--- src/rtl/tdc_echo_pre.sv ---
// Multi-echo TDC pre-processing: collects validated rise/fall hits per shot and
// streams the selected echoes (first/last/widest/all) as rise time + pulse width.
module tdc_echo_pre #(
   parameter int             DW       = 16,
   parameter int             MAX_ECHO = 4,
   parameter int             IDX_W    = 2,
   parameter logic [DW-1:0]  MIN_PW   = '0,
   parameter logic [DW-1:0]  MAX_PW   = '1
) (
   input  logic             i_clk_50m,
   input  logic             i_rst,
   input  logic             i_shot_start,
   input  logic             i_shot_end,
   input  logic [1:0]       i_mode,
   input  logic             i_tdc_new_sig,
   input  logic [DW-1:0]    i_rise_data,
   input  logic [DW-1:0]    i_fall_data,
   output logic [DW-1:0]    o_rise_data,
   output logic [DW-1:0]    o_pulse_data,
   output logic [IDX_W-1:0] o_echo_idx,
   output logic [IDX_W:0]   o_echo_cnt,
   output logic             o_dist_cal_sig,
   output logic             o_echo_last,
   output logic             o_overflow
);

   typedef enum logic [1:0] {IDLE, COLLECT, SELECT, EMIT} state_t;

   // One wider bit lets a single unsigned compare cover both pulse-width bounds.
   localparam logic [DW:0]    SPAN    = {1'b0, MAX_PW} - {1'b0, MIN_PW};
   localparam logic [IDX_W:0] CNT_MAX = (IDX_W+1)'(MAX_ECHO);

   state_t           state;
   logic             tdc_q, tdc_q2;
   logic [1:0]       mode_q;
   logic [IDX_W:0]   cnt;
   logic             ovf;
   logic [DW-1:0]    best_pw;
   logic [IDX_W-1:0] best_idx, ptr, stop_q;
   logic [DW-1:0]    hit_rise [MAX_ECHO];
   logic [DW-1:0]    hit_pw   [MAX_ECHO];

   logic             det, accept, full, store, ovf_n;
   logic [DW-1:0]    pw;
   logic [DW:0]      off;
   logic [IDX_W-1:0] cnt_m1, sel_start, sel_stop, rd_idx, rd_stop;

   always_comb begin
      det       = tdc_q & ~tdc_q2;
      pw        = i_fall_data - i_rise_data;
      off       = {1'b0, pw} - {1'b0, MIN_PW};
      accept    = det && (i_fall_data >= i_rise_data) && (off <= SPAN);
      full      = (cnt == CNT_MAX);
      store     = (state == COLLECT) && !i_shot_start && accept && !full;
      cnt_m1    = IDX_W'(cnt - 1'b1);
      sel_start = '0;
      sel_stop  = '0;
      case (mode_q)
         2'd0: begin sel_start = '0;       sel_stop = '0;       end
         2'd1: begin sel_start = cnt_m1;   sel_stop = cnt_m1;   end
         2'd2: begin sel_start = best_idx; sel_stop = best_idx; end
         default: begin sel_start = '0;    sel_stop = cnt_m1;   end
      endcase
      rd_idx  = (state == SELECT) ? sel_start : ptr;
      rd_stop = (state == SELECT) ? sel_stop  : stop_q;
      // Hits arriving after the window closed still flag the pending outputs.
      ovf_n   = ovf | det;
   end

   always_ff @(posedge i_clk_50m) begin
      if (store) begin
         hit_rise[cnt[IDX_W-1:0]] <= i_rise_data;
         hit_pw[cnt[IDX_W-1:0]]   <= pw;
      end
   end

   always_ff @(posedge i_clk_50m) begin
      if (i_rst) begin
         tdc_q  <= 1'b0;
         tdc_q2 <= 1'b0;
      end else begin
         tdc_q  <= i_tdc_new_sig;
         tdc_q2 <= tdc_q;
      end
   end

   always_ff @(posedge i_clk_50m) begin
      if (i_rst) begin
         state          <= IDLE;
         mode_q         <= '0;
         cnt            <= '0;
         ovf            <= 1'b0;
         best_pw        <= '0;
         best_idx       <= '0;
         ptr            <= '0;
         stop_q         <= '0;
         o_rise_data    <= '0;
         o_pulse_data   <= '0;
         o_echo_idx     <= '0;
         o_echo_cnt     <= '0;
         o_dist_cal_sig <= 1'b0;
         o_echo_last    <= 1'b0;
         o_overflow     <= 1'b0;
      end else begin
         o_dist_cal_sig <= 1'b0;
         o_echo_last    <= 1'b0;
         o_overflow     <= 1'b0;
         case (state)
            IDLE: begin
               if (i_shot_start) begin
                  mode_q   <= i_mode;
                  cnt      <= '0;
                  ovf      <= 1'b0;
                  best_pw  <= '0;
                  best_idx <= '0;
                  state    <= COLLECT;
               end
            end
            COLLECT: begin
               if (i_shot_start) begin
                  mode_q   <= i_mode;
                  cnt      <= '0;
                  ovf      <= 1'b0;
                  best_pw  <= '0;
                  best_idx <= '0;
               end else begin
                  if (accept) begin
                     if (full) begin
                        ovf <= 1'b1;
                     end else begin
                        cnt <= cnt + 1'b1;
                        // Strict compare: ties keep the earliest echo.
                        if (cnt == '0 || pw > best_pw) begin
                           best_pw  <= pw;
                           best_idx <= cnt[IDX_W-1:0];
                        end
                     end
                  end
                  if (i_shot_end) state <= SELECT;
               end
            end
            SELECT, EMIT: begin
               ovf            <= ovf_n;
               o_dist_cal_sig <= 1'b1;
               o_overflow     <= ovf_n;
               o_echo_cnt     <= cnt;
               if (state == SELECT && cnt == '0) begin
                  o_rise_data  <= '0;
                  o_pulse_data <= '0;
                  o_echo_idx   <= '0;
                  o_echo_last  <= 1'b1;
                  state        <= IDLE;
               end else begin
                  o_rise_data  <= hit_rise[rd_idx];
                  o_pulse_data <= hit_pw[rd_idx];
                  o_echo_idx   <= rd_idx;
                  o_echo_last  <= (rd_idx == rd_stop);
                  ptr          <= IDX_W'(rd_idx + 1'b1);
                  stop_q       <= rd_stop;
                  state        <= (rd_idx == rd_stop) ? IDLE : EMIT;
               end
            end
            default: state <= IDLE;
         endcase
      end
   end

endmodule

--- config.mk ---
export PLATFORM = sky130hd
export DESIGN_NAME = tdc_echo_pre
export DESIGN_NICKNAME = d
export VERILOG_FILES = /design/src/rtl/tdc_echo_pre.sv
export SDC_FILE = /design/constraint.sdc
export NUM_CORES = 1
export LEC_CHECK = 0
export ABC_AREA = 1
export CORE_MARGIN = 10
export CORE_UTILIZATION = 30
export DETAILED_ROUTE_END_ITERATION = 6
export HOLD_SLACK_MARGIN = 0.12
export SLEW_MARGIN = 20
export SYNTH_ARGS = -nofsm -noshare
export SYNTH_HDL_FRONTEND = slang
export SYNTH_SLANG_ARGS = --single-unit
--- constraint.sdc ---
create_clock -name i_clk_50m -period 5.25 [get_ports i_clk_50m]
set_input_delay 1.575 -clock i_clk_50m [delete_from_list [all_inputs] [get_ports i_clk_50m]]
set_output_delay 1.575 -clock i_clk_50m [all_outputs]
set_load 0.1 [all_outputs]
Word-level counts from Yosys, hierarchy flattened
Memory sizes are Yosys's and may differ from the RTL's.
Index checks and enable logic that the tools add are counted.
- output and inout port bits: 40
- bits of input ports: 39
- memories kept: 2
- bits in registers: 72
- memory bits (writable): 128
- memories (name ; words ; width ; rd ports ; clocked after memory_dff ; wr ports ; RTL line ; source):
    hit_pw ; 4 ; 16 ; 1 ; 0 ; 1 ; 41 ; logic [DW-1:0] hit_pw [MAX_ECHO];
    hit_rise ; 4 ; 16 ; 1 ; 0 ; 1 ; 40 ; logic [DW-1:0] hit_rise [MAX_ECHO];
- $lt $le $gt $ge: 3
- bitwise logic cells: 5
- equal/unequal tests: 14
- mux-type cells: 39
- reductions and logical operators: 22
- add/sub/neg operators: 4
- operators with widths (kind ; count):
    2-to-1 mux 16 bit ; 7
    one-hot mux 16 bit (2 select lines) ; 1
    2-to-1 mux 2 bit ; 13
    greater-or-equal comparator 16 bit ; 1
    greater-than comparator 16 bit ; 1
    <= comparator 16 bit (second input constant) ; 1
    subtractor 16 bit ; 1
    2-to-1 mux 3 bit ; 4
    one-hot mux 2 bit (2 select lines) ; 3
    inequality test 3 bit (second input constant) ; 3
    2-to-1 mux 1 bit ; 8
    == test 2 bit (second input constant) ; 3
    logical AND 1 bit ; 6
    inequality test 2 bit (second input constant) ; 3
    one-hot mux 2 bit (3 select lines) ; 1
    one-hot mux 3 bit (2 select lines) ; 1
    AND reduction 3 bit ; 2
    OR reduction 2 bit ; 3
    AND reduction 5 bit ; 1
    == test 2 x 1 -> 1 bit (second input constant) ; 2
    zero test 2 bit ; 2
    AND reduction 2 bit ; 2
    AND reduction 4 bit ; 1
    adder 3 x 1 -> 3 bit (second input constant) ; 1
    13 further kinds ; 16

Depth between registers and ports, before layout
Gate-level depths: netlist of the first run.
- word-level depth: 8
- mapped depth: 25

Least setup slack after synthesis of the first run
No wires, ideal clock.
- path kind: input -> register
- start point: input i_fall_data[0]
- end point: memory hit_pw[0][0], enable pin
- stages: 12
- path slack: 0.823 ns
- data arrival time: 4.006 ns
- data required time: 4.829 ns
- cell sequence: inv_1 > ha_1 > inv_1 > fa_1 > nand2_1 > nand2_1 > nand3_2 > nand3_2 > nand2_2 > nand2_4 > nand4_1 > nor2_1
- longest elaborated chain between the ends: 7
- ends and longest elaborated chain (what ; RTL line ; source):
    start, declared ; 17 ; input logic [DW-1:0] i_fall_data,
    subtractor 16 bit or greater-or-equal comparator 16 bit (tied branches) ; 50, 52 ;
    <= comparator 16 bit or logical AND 1 bit (tied branches) ; 52 ; accept = det && (i_fall_data >= i_rise_data) && (off <= SPAN);
    logical AND 1 bit * ; 52 ;
    logical AND 1 bit * (2 in series) ; 54 ; store = (state == COLLECT) && !i_shot_start && accept && !full;
    2-to-1 mux 1 bit * ; 71 ; if (store) begin
    2-to-1 mux 1 bit (implied by the code) * ; 73 ; hit_pw[cnt[IDX_W-1:0]] <= pw;
    end, declared ; 41 ;
Mark *: on every way between the ends. The rest lies on a longest branch, timed or not.

Worst setup path after layout of the first run
- start point: input i_rise_data[0]
- end point: register best_pw[12]
- RTL lines (what ; RTL line ; source):
    start, declared ; 16 ; input logic [DW-1:0] i_rise_data,
    subtractor 16 bit * ; 50 ; pw = i_fall_data - i_rise_data;
    net off[10] ; 45 ; logic [DW:0] off;
    greater-than comparator 16 bit or <= comparator 16 bit (tied branches) ; 133, 52 ;
    logical OR 1 bit or logical AND 1 bit (tied branches) ; 133, 52 ;
    inequality test 3 x 2 -> 1 bit (no line) or inequality test 3 bit (tied branches) ; -- ;
    AND reduction 5 bit (no line) * ; -- ;
    end signal, assigned ; 134 ; best_pw <= pw;
    end, declared ; 38 ; logic [DW-1:0] best_pw;
Mark *: on every way through the listed nets, which the timed path passes. The rest lies on a longest branch. The select of a mux whose other input is x is not followed.
A chain may end at the register's enable or synchronous reset.

==> results.yml, run 1 <==
cells_and_area:
  layout_common_cells: "nand2_1, nor2_1, edfxtp_1"
  fillers: 3056
  final_nets: 1193
  diodes: 0
  area_growth_syn_to_layout_pct: 21.09
  stdcell_area_um2: 11390
  final_common_cell: "nand2_1"
  drive_gt1_share_pct: 8.873
detailed_routing:
  wl_um: 24360
  dr.pass1.iters: 5
  vias: 7056
  drtIter0Drc: 486
  wl_per_cell_um: 15.99
  viasPerCell: 4.633
  ant_nets: 0
  drc: 0
power_and_ir_drop:
  peakVddDrop_mv: 0.2417
  cellLeakagePower_uw: 0.004464
  p_per_area_nw_per_um2: 323.7
clock_tree:
  clk_pin_slew_ns: 0.07
  postCtsHoldBufs: 0
  root_buffer: "clkbuf_16"
  cts_buffer_depth: 2
  cts_buffers: 17
  cts_tree: "yes"
  cts_resized: 0
  cts-htree-levels: 4
  clock_latency_ns: 0.44
  clock_sinks: 200
  cts_setup_buffers: 0
grt:
  grt_util_all_layers_pct: 12.86
  antenna_found_initial: 0
  grt_pass1_wl_um: 38920
  grt_max_degree: 69
  grt_pass1_vias: 6852
  grt_remaining_overflow: 0
hold_path:
  min_from: "tdc_q"
  min_path_type: "reg2reg"
  holdPathStages: 2
  min_to: "tdc_q2"
synth:
  yosys_warnings: 0
  syn_avg_cell_area_um2: 9.169
  synth-seq-cells: 200
  yosys.area.top_type: "edfxtp_1"
  synth_top_area_share_pct: 40.86
  seq_area_frac_synth_pct: 56.18
  synth.net_count: 1105
  syn_inst: 1026
  synth_top_cells_by_area: "edfxtp_1, dfxtp_1, nand2_1, nor2_1, ha_1"
  yosysUniqueCellTypes: 42
  netlist_area_um2: 9408
die:
  num_rows: 64
  chipWidth_um: 197.1
  io_pins: 79
  die_h_um: 197.1
  initial_core_util_pct: 30.59
  core_um2: 30750
  fp.dieArea_um2: 38840
setup_path:
  r2r_cells: 11
  cp.required_ns: 5.62
  crit_top_cell: "nand2_1"
  reg2reg_from: "state[1]"
  path_class: "in2reg"
  ff2ff_setup_slack_ns: 2.24
  r2r_end: "o_rise_data[1]"
  critPathArrivalTime_ns: 5.15
  endpoint_kind: "flop"
  cpLargestDelayFamily: "simple AND/OR/NAND/NOR gates"
  critPathSlowestCell: "clkdlybuf4s50_1"
  start_kind: "input pin"
  cp_max_fo: 11
  crit_chain: "clkdlybuf4s50_1 -> ha_1 -> inv_1 -> fa_1 -> nand2_1 -> nand2_1 -> nand3b_1 -> nand2_1 -> nand2_1 -> nand3b_1 -> and2_1 -> ha_1 -> nand4_1 -> nor3_1 -> nand2_1 -> nand2_1 -> nand2_1 -> a21oi_4 -> buf_4 -> nand3_1 -> a21oi_1"
  cp_slowest_stage_delay_ns: 0.62
  critPathBufInv: 3
sta:
  tightest_slew_ns: 1.069
  timing.final.hold_violations: 0
  final-setup-viol-count: 0
  max_freq_ghz: 0.2095
  tns_ns: 0
  worst_clock_skew_ns: 0.009335
  slew_viol_final: 0
  period_needed_ns: 4.773
  maxSlewHeadroom_pct: 28.49
  rsz0062_at_grt: "no"
  period_share_pct: 90.91
run_status:
  outcome: "finished, final reports clean"
placement:
  dp_hpwl_um: 17240
  placed_cell_area_um2: 10760
  io_buffers: 78
  finalWeightedCongestion: 0.8643
job:
  cap_violations: 0
-- final cells by class --
type / count / area, um^2 / area share [%]
tap: 396 / 495.5 / 4.349
sequential: 200 / 5285 / 46.39
timing repair buffer: 107 / 1036 / 9.094
inverter: 132 / 495.5 / 4.349
clock buffer: 19 / 452.9 / 3.976
multi-input combinational: 656 / 3446 / 30.25
clock inverter: 13 / 181.4 / 1.593
-- worst min-delay path, cell delays in order, from the launching register on --
cell     delay [ns]
dfxtp_1        0.30
inv_1          0.06
nor2_1         0.04
-- cells in the mapped netlist (all sizes together) --
cell type and count:
a21boi 1, and2 8, nor3 10, nand3 37, nand2 222, fa 1, a21o 1, ha 39
or2 2, clkinv 1, o21ai 79, nor4 1, dfxtp 72, o221ai 1, and3 1, o22ai 7
xnor2 2, edfxtp 128, nor2 139, o211ai 26, clkbuf 18, a21oi 63, xor2 7, a221oi 1
nand4 3, nand3b 5, buf 20, inv 131
-- state kept, by name, indices dropped and copies added (netlist names), 3 cells and up --
signal	flops
best_pw	16
cnt	3
hit_pw	64
o_echo_cnt	3
o_pulse_data	16
o_rise_data	16
hit_rise	64
-- routing by layer --
layer / vias to the layer above / GRT usage, % / share of wire (%)
met3: 14 / 2.930 / 5.0
met4: 0 / 3.161 / 0.85
li1: 3569 / - / -
met5: - / 0 / 0
met1: 3339 / 16.49 / 46
met2: 134 / 21.47 / 49
-- cell families after synthesis --
| kind of cell | count (synthesis) | synth area share (%) |
|---|---|---|
| and+or+nand+nor | 428 | 19.34 |
| DFF | 200 | 56.18 |
| AOI/OAI and AO/OA | 179 | 10.92 |
| buffers and inverters | 170 | 7.328 |
| adders and majority gates | 40 | 5.400 |
| xor gates and xnor gates | 9 | 0.8379 |
-- worst max path at each step --
stage | start | to | slack (ns) | cells past startpoint
finish | i_rise_data[0] | best_pw[12] | 0.48 | 21
global route | i_rise_data[0] | best_pw[12] | 0.13 | 21
CTS | i_rise_data[0] | best_pw[12] | 0.48 | 21
detailed placement | i_rise_data[0] | best_pw[12] | 0.05 | 21
global placement | i_rise_data[12] | best_pw[2] | 0.1 | 20
floorplan | i_fall_data[0] | hit_pw[0][0] | 0.82 | 12
-- power by group --
group | internal, uW | switching [uW]
registers | 1710 | 12.5
clock network | 793 | 614
logic | 187 | 370
total | 2690 | 996
-- per-stage QoR --
step | power (uW) | setup WS [ns] | cells | hold slack (ns) | utilization (%)
after floorplan | 2119 | 0.8228 | 1026 | 0.4107 | -
after global placement | 2312 | 0.09759 | 1491 | 0.4219 | 34.99
after detailed placement | 2316 | 0.05170 | 1491 | 0.4261 | 34.99
final | 3687 | 0.4771 | 1523 | 0.4335 | 37.05
after global routing | 3849 | 0.1285 | 1523 | 0.4579 | 37.05
after CTS | 3713 | 0.4761 | 1523 | 0.4379 | 37.05
Note: power is estimated with default switching activity, not from simulation.
==> run 2, diff against run 1 <==
Settings changed: CTS_BUF_LIST set to sky130_fd_sc_hd__clkbuf_16.
==> results.yml, run 2 (synthesis gave the netlist of run 1 again) <==
run_status:
  outcome: "finished, final reports clean"
clock_tree:
  cts_setup_buffers: 0
  cts_buffers: 17
  clock_latency_ns: 0.44
  postCtsHoldBufs: 0
  cts_buffer_depth: 2
  cts_resized: 0
  clk_pin_slew_ns: 0.07
  clock_sinks: 200
  cts_tree: "yes"
  cts-htree-levels: 4
  root_buffer: "clkbuf_16"
job:
  cap_violations: 0
power_and_ir_drop:
  p_per_area_nw_per_um2: 321.6
  p_total_uw: 3658
  peakVddDrop_mv: 0.2423
  cellLeakagePower_uw: 0.004453
sta:
  maxSlewHeadroom_pct: 28.20
  worst_clock_skew_ns: 0.009434
  timing.final.hold_violations: 0
  period_needed_ns: 4.797
  tns_ns: 0
  slew_viol_final: 0
  tightest_slew_ns: 1.074
  final-setup-viol-count: 0
  period_share_pct: 91.37
  max_freq_ghz: 0.2085
  rsz0062_at_grt: "no"
setup_path:
  start_kind: "input pin"
  path_class: "in2reg"
  endpoint_kind: "flop"
  crit_chain: "clkdlybuf4s50_1 -> ha_1 -> inv_1 -> fa_1 -> nand2_1 -> nand2_1 -> nand3b_1 -> nand2_1 -> nand2_1 -> nand3b_1 -> and2_1 -> ha_1 -> nand4_1 -> nor3_1 -> nand2_1 -> nand2_1 -> nand2_1 -> a21oi_4 -> buf_4 -> nand3_1 -> a21oi_1"
  critPathArrivalTime_ns: 5.17
  critPathSlowestCell: "clkdlybuf4s50_1"
  crit_top_cell: "nand2_1"
  cp_max_fo: 11
  cp_slowest_stage_delay_ns: 0.63
  cp.required_ns: 5.62
grt:
  grt_pass1_wl_um: 38920
  grt_util_all_layers_pct: 12.86
  grt_max_degree: 69
  antenna_found_initial: 0
  grt_remaining_overflow: 0
  grt_pass1_vias: 6860
cells_and_area:
  layout_common_cells: "nand2_1, nor2_1, edfxtp_1"
  stdcell_area_um2: 11370
  final_nets: 1193
  drive_gt1_share_pct: 8.696
  fillers: 3060
  final_common_cell: "nand2_1"
  area_growth_syn_to_layout_pct: 20.88
  diodes: 0
detailed_routing:
  dr.pass1.iters: 7
  vias: 7065
  drc: 0
  wl_met3_um: 1064
  routed.top_layer: "met4"
  wl_met2_um: 11830
  drtIter0Drc: 499
  wl_um: 24410
  wl_per_cell_um: 16.02
  ant_nets: 0
  wl_met1_um: 11290
  viasPerCell: 4.639
die:
  initial_core_util_pct: 30.59
  io_pins: 79
  chipWidth_um: 197.1
  core_um2: 30750
  die_h_um: 197.1
  fp.dieArea_um2: 38840
  num_rows: 64
placement:
  placed_cell_area_um2: 10760
  io_buffers: 78
  dp_hpwl_um: 17240
  finalWeightedCongestion: 0.8643
hold_path:
  min_path_type: "reg2reg"
## run 2: changes by cell type in the layout (fill, tap and decap cells not counted)
| cell | before | now |
|---|---|---|
| clkinv_1 | 1 | 3 |
| clkbuf_8 | 2 | 0 |
## run 2: area by class of cell
class	instances	area [um^2]	area share [%]
Clock buffer	17	425.4	3.741
Clock inverter	15	188.9	1.661
Inverter	132	495.5	4.357
Multi-Input combinational cell	656	3446	30.30
Sequential cell	200	5285	46.47
Tap cell	396	495.5	4.357
Timing Repair Buffer	107	1036	9.110
## run 2: worst max-delay path: cells and delay by family
kind	cells	cell delay, ns
simple gates	13	1.42
fa+ha+maj	3	0.91
buf+inv	3	0.90
compound gates	2	0.35
## run 2: power breakdown
group	total, uW	leakage [uW]	switching, uW	internal, uW
registers	1720	0.00173	12.5	1710
clock network	1380	0.000297	613	763
logic	557	0.00242	370	187
total	3660	0.00445	996	2660
## run 2: path summary, 6_finish.rpt
path	from	endpoint	slack [ns]	depth (start not counted)
max	i_rise_data[0]	best_pw[12]	0.45	21
min	tdc_q	tdc_q2	0.43	2
max reg2reg	state[1]	o_rise_data[1]	2.25	11
min reg2reg	tdc_q	tdc_q2	0.43	2
## run 2: layer usage
layer  global-route usage, %  vias up
met5                       0        -
met4                   3.190        0
met3                   2.930       16
met2                   21.50      135
met1                   16.45     3345
li1                        -     3569
## run 2: stage by stage
| step | hold WS, ns | instances | utilization, % | setup slack [ns] |
|---|---|---|---|---|
| CTS | 0.4379 | 1523 | 36.98 | 0.4761 |
| global route | 0.4579 | 1523 | 36.98 | 0.1285 |
| detailed placement | 0.4261 | 1491 | 34.99 | 0.05170 |
| global placement | 0.4219 | 1491 | 34.99 | 0.09759 |
| finish | 0.4335 | 1523 | 36.98 | 0.4532 |
| floorplan | 0.4107 | 1026 | - | 0.8228 |
==> run 3, diff against run 2 <==
Settings changed: DONT_BUFFER_PORTS set to 1.
==> results.yml, run 3 (synthesis gave the netlist of run 1 again) <==
sta:
  setup_slack_ns: 0.8879
  worst_clock_skew_ns: 0.01107
  slew_viol_final: 0
  rsz0062_at_grt: "no"
  maxSlewHeadroom_pct: 27.06
  timing.final.hold_violations: 0
  tns_ns: 0
  period_share_pct: 83.09
  final-setup-viol-count: 0
  tightest_slew_ns: 1.093
  period_needed_ns: 4.362
  max_freq_ghz: 0.2292
power_and_ir_drop:
  p_sw_uw: 968.1
  pwr-share-seq_pct: 51.8
  peakVddDrop_mv: 0.2143
  internal_power_uw: 2462
  cellLeakagePower_uw: 0.004051
  swShare_pct: 28.22
  combPwrFrac_pct: 12.4
  p_per_area_nw_per_um2: 331.1
  power.share.clock_pct: 35.8
placement:
  dp_hpwl_um: 16890
  io_buffers: 0
  place_ws_ns: 0.4455
  placed_cell_area_um2: 9819
  finalWeightedCongestion: 0.8865
detailed_routing:
  vias: 6799
  viasPerCell: 4.758
  dr.pass1.iters: 4
  ant_nets: 0
  wl_per_cell_um: 16.95
  drtIter0Drc: 384
  drc: 0
  wl_um: 24220
setup_path:
  cp_max_fo: 12
  path_class: "in2reg"
  crit_top_cell: "nand2_1"
  start_kind: "input pin"
  critPathSlowestCell: "fa_1"
  crit_chain: "inv_1 -> ha_1 -> inv_1 -> fa_1 -> nand2_1 -> nand2_1 -> and2_1 -> xnor2_1 -> inv_1 -> ha_1 -> nand2_1 -> nor2_1 -> nand2_1 -> nand2_1 -> nand2_1 -> nand2_1 -> nand2_1 -> a21oi_4 -> buf_4 -> nand3_1 -> a21oi_1"
  cp_slowest_stage_delay_ns: 0.40
  critPathArrivalTime_ns: 4.74
  cpLargestDelayFamily: "simple AND/OR/NAND/NOR gates"
  cp_num_cells: 21
  critPathBufInv: 4
  endpoint_kind: "flop"
  r2r_cells: 11
  cp.required_ns: 5.63
die:
  io_pins: 79
  fp.dieArea_um2: 38840
  chipWidth_um: 197.1
  initial_core_util_pct: 30.59
  num_rows: 64
  core_um2: 30750
  die_h_um: 197.1
clock_tree:
  cts_tree: "yes"
  cts_buffers: 17
  cts_setup_buffers: 0
  root_buffer: "clkbuf_16"
  cts_resized: 0
  cts_buffer_depth: 2
  clk_pin_slew_ns: 0.08
  clock_latency_ns: 0.44
  clock_sinks: 200
  cts-htree-levels: 4
  postCtsHoldBufs: 0
grt:
  grt_util_all_layers_pct: 12.67
  grt_max_degree: 69
  grt_pass1_vias: 6563
  grt_remaining_overflow: 0
  antenna_found_initial: 1
  grt_pass1_wl_um: 37660
job:
  cap_violations: 0
run_status:
  outcome: "finished, final reports clean"
hold_path:
  min_path_type: "reg2reg"
  holdPathStages: 2
cells_and_area:
  fillers: 3133
  diodes: 0
  area_growth_syn_to_layout_pct: 10.12
  layout_common_cells: "nand2_1, nor2_1, edfxtp_1"
  drive_gt1_share_pct: 8.132
  final_nets: 1099
  stdcell_area_um2: 10360
  final_common_cell: "nand2_1"
==> run 3: cell type report <==
type | count | area, um^2 | area share (%)
sequential | 200 | 5285 | 51.01
multi-input combinational | 656 | 3446 | 33.26
inverter | 132 | 495.5 | 4.783
tap | 396 | 495.5 | 4.783
clock buffer | 17 | 425.4 | 4.106
clock inverter | 15 | 115.1 | 1.111
timing repair buffer | 13 | 97.59 | 0.9420
==> run 3: layer usage <==
layer  up-vias  global-route usage (%)  routed length (um)
li1       3379                       -                   -
met1      3242                   15.38               10690
met2       144                   20.98               11540
met3        32                   4.003                1541
met4         2                   4.073                 428
met5         -                       0                  20
==> run 3: path summary, 6_finish.rpt <==
check | from | to | slack, ns
worst max-delay path | i_fall_data[0] | best_pw[7] | 0.89
worst min-delay path | tdc_q | tdc_q2 | 0.43
worst max register to register | state[1] | o_pulse_data[0] | 2.33
worst min register to register | tdc_q | tdc_q2 | 0.43
==> run 3: through the flow <==
step | total power (uW) | hold WS [ns] | instances | util (%)
global route | 3588 | 0.4781 | 1429 | 33.69
finish | 3430 | 0.4312 | 1429 | 33.69
detailed placement | 2238 | 0.4253 | 1397 | 31.93
CTS | 3453 | 0.4364 | 1429 | 33.69
global placement | 2234 | 0.4241 | 1397 | 31.93
floorplan | 2119 | 0.4107 | 1026 | -
==> run 3: tightest hold or removal path, cell delays in order, from the launching register on <==
cell	delay (ns)
dfxtp_1	0.30
inv_1	0.06
nor2_1	0.04
==> run 3: power by group through the flow <==
| stage | clock (uW) | sequential [uW] | combinational [uW] |
|---|---|---|---|
| after CTS | 1250 | 1780 | 425 |
| final | 1230 | 1780 | 424 |
| after floorplan | 0 | 1810 | 312 |
| after global routing | 1330 | 1780 | 480 |
| after global placement | 0 | 1810 | 421 |
| after detailed placement | 0 | 1810 | 424 |
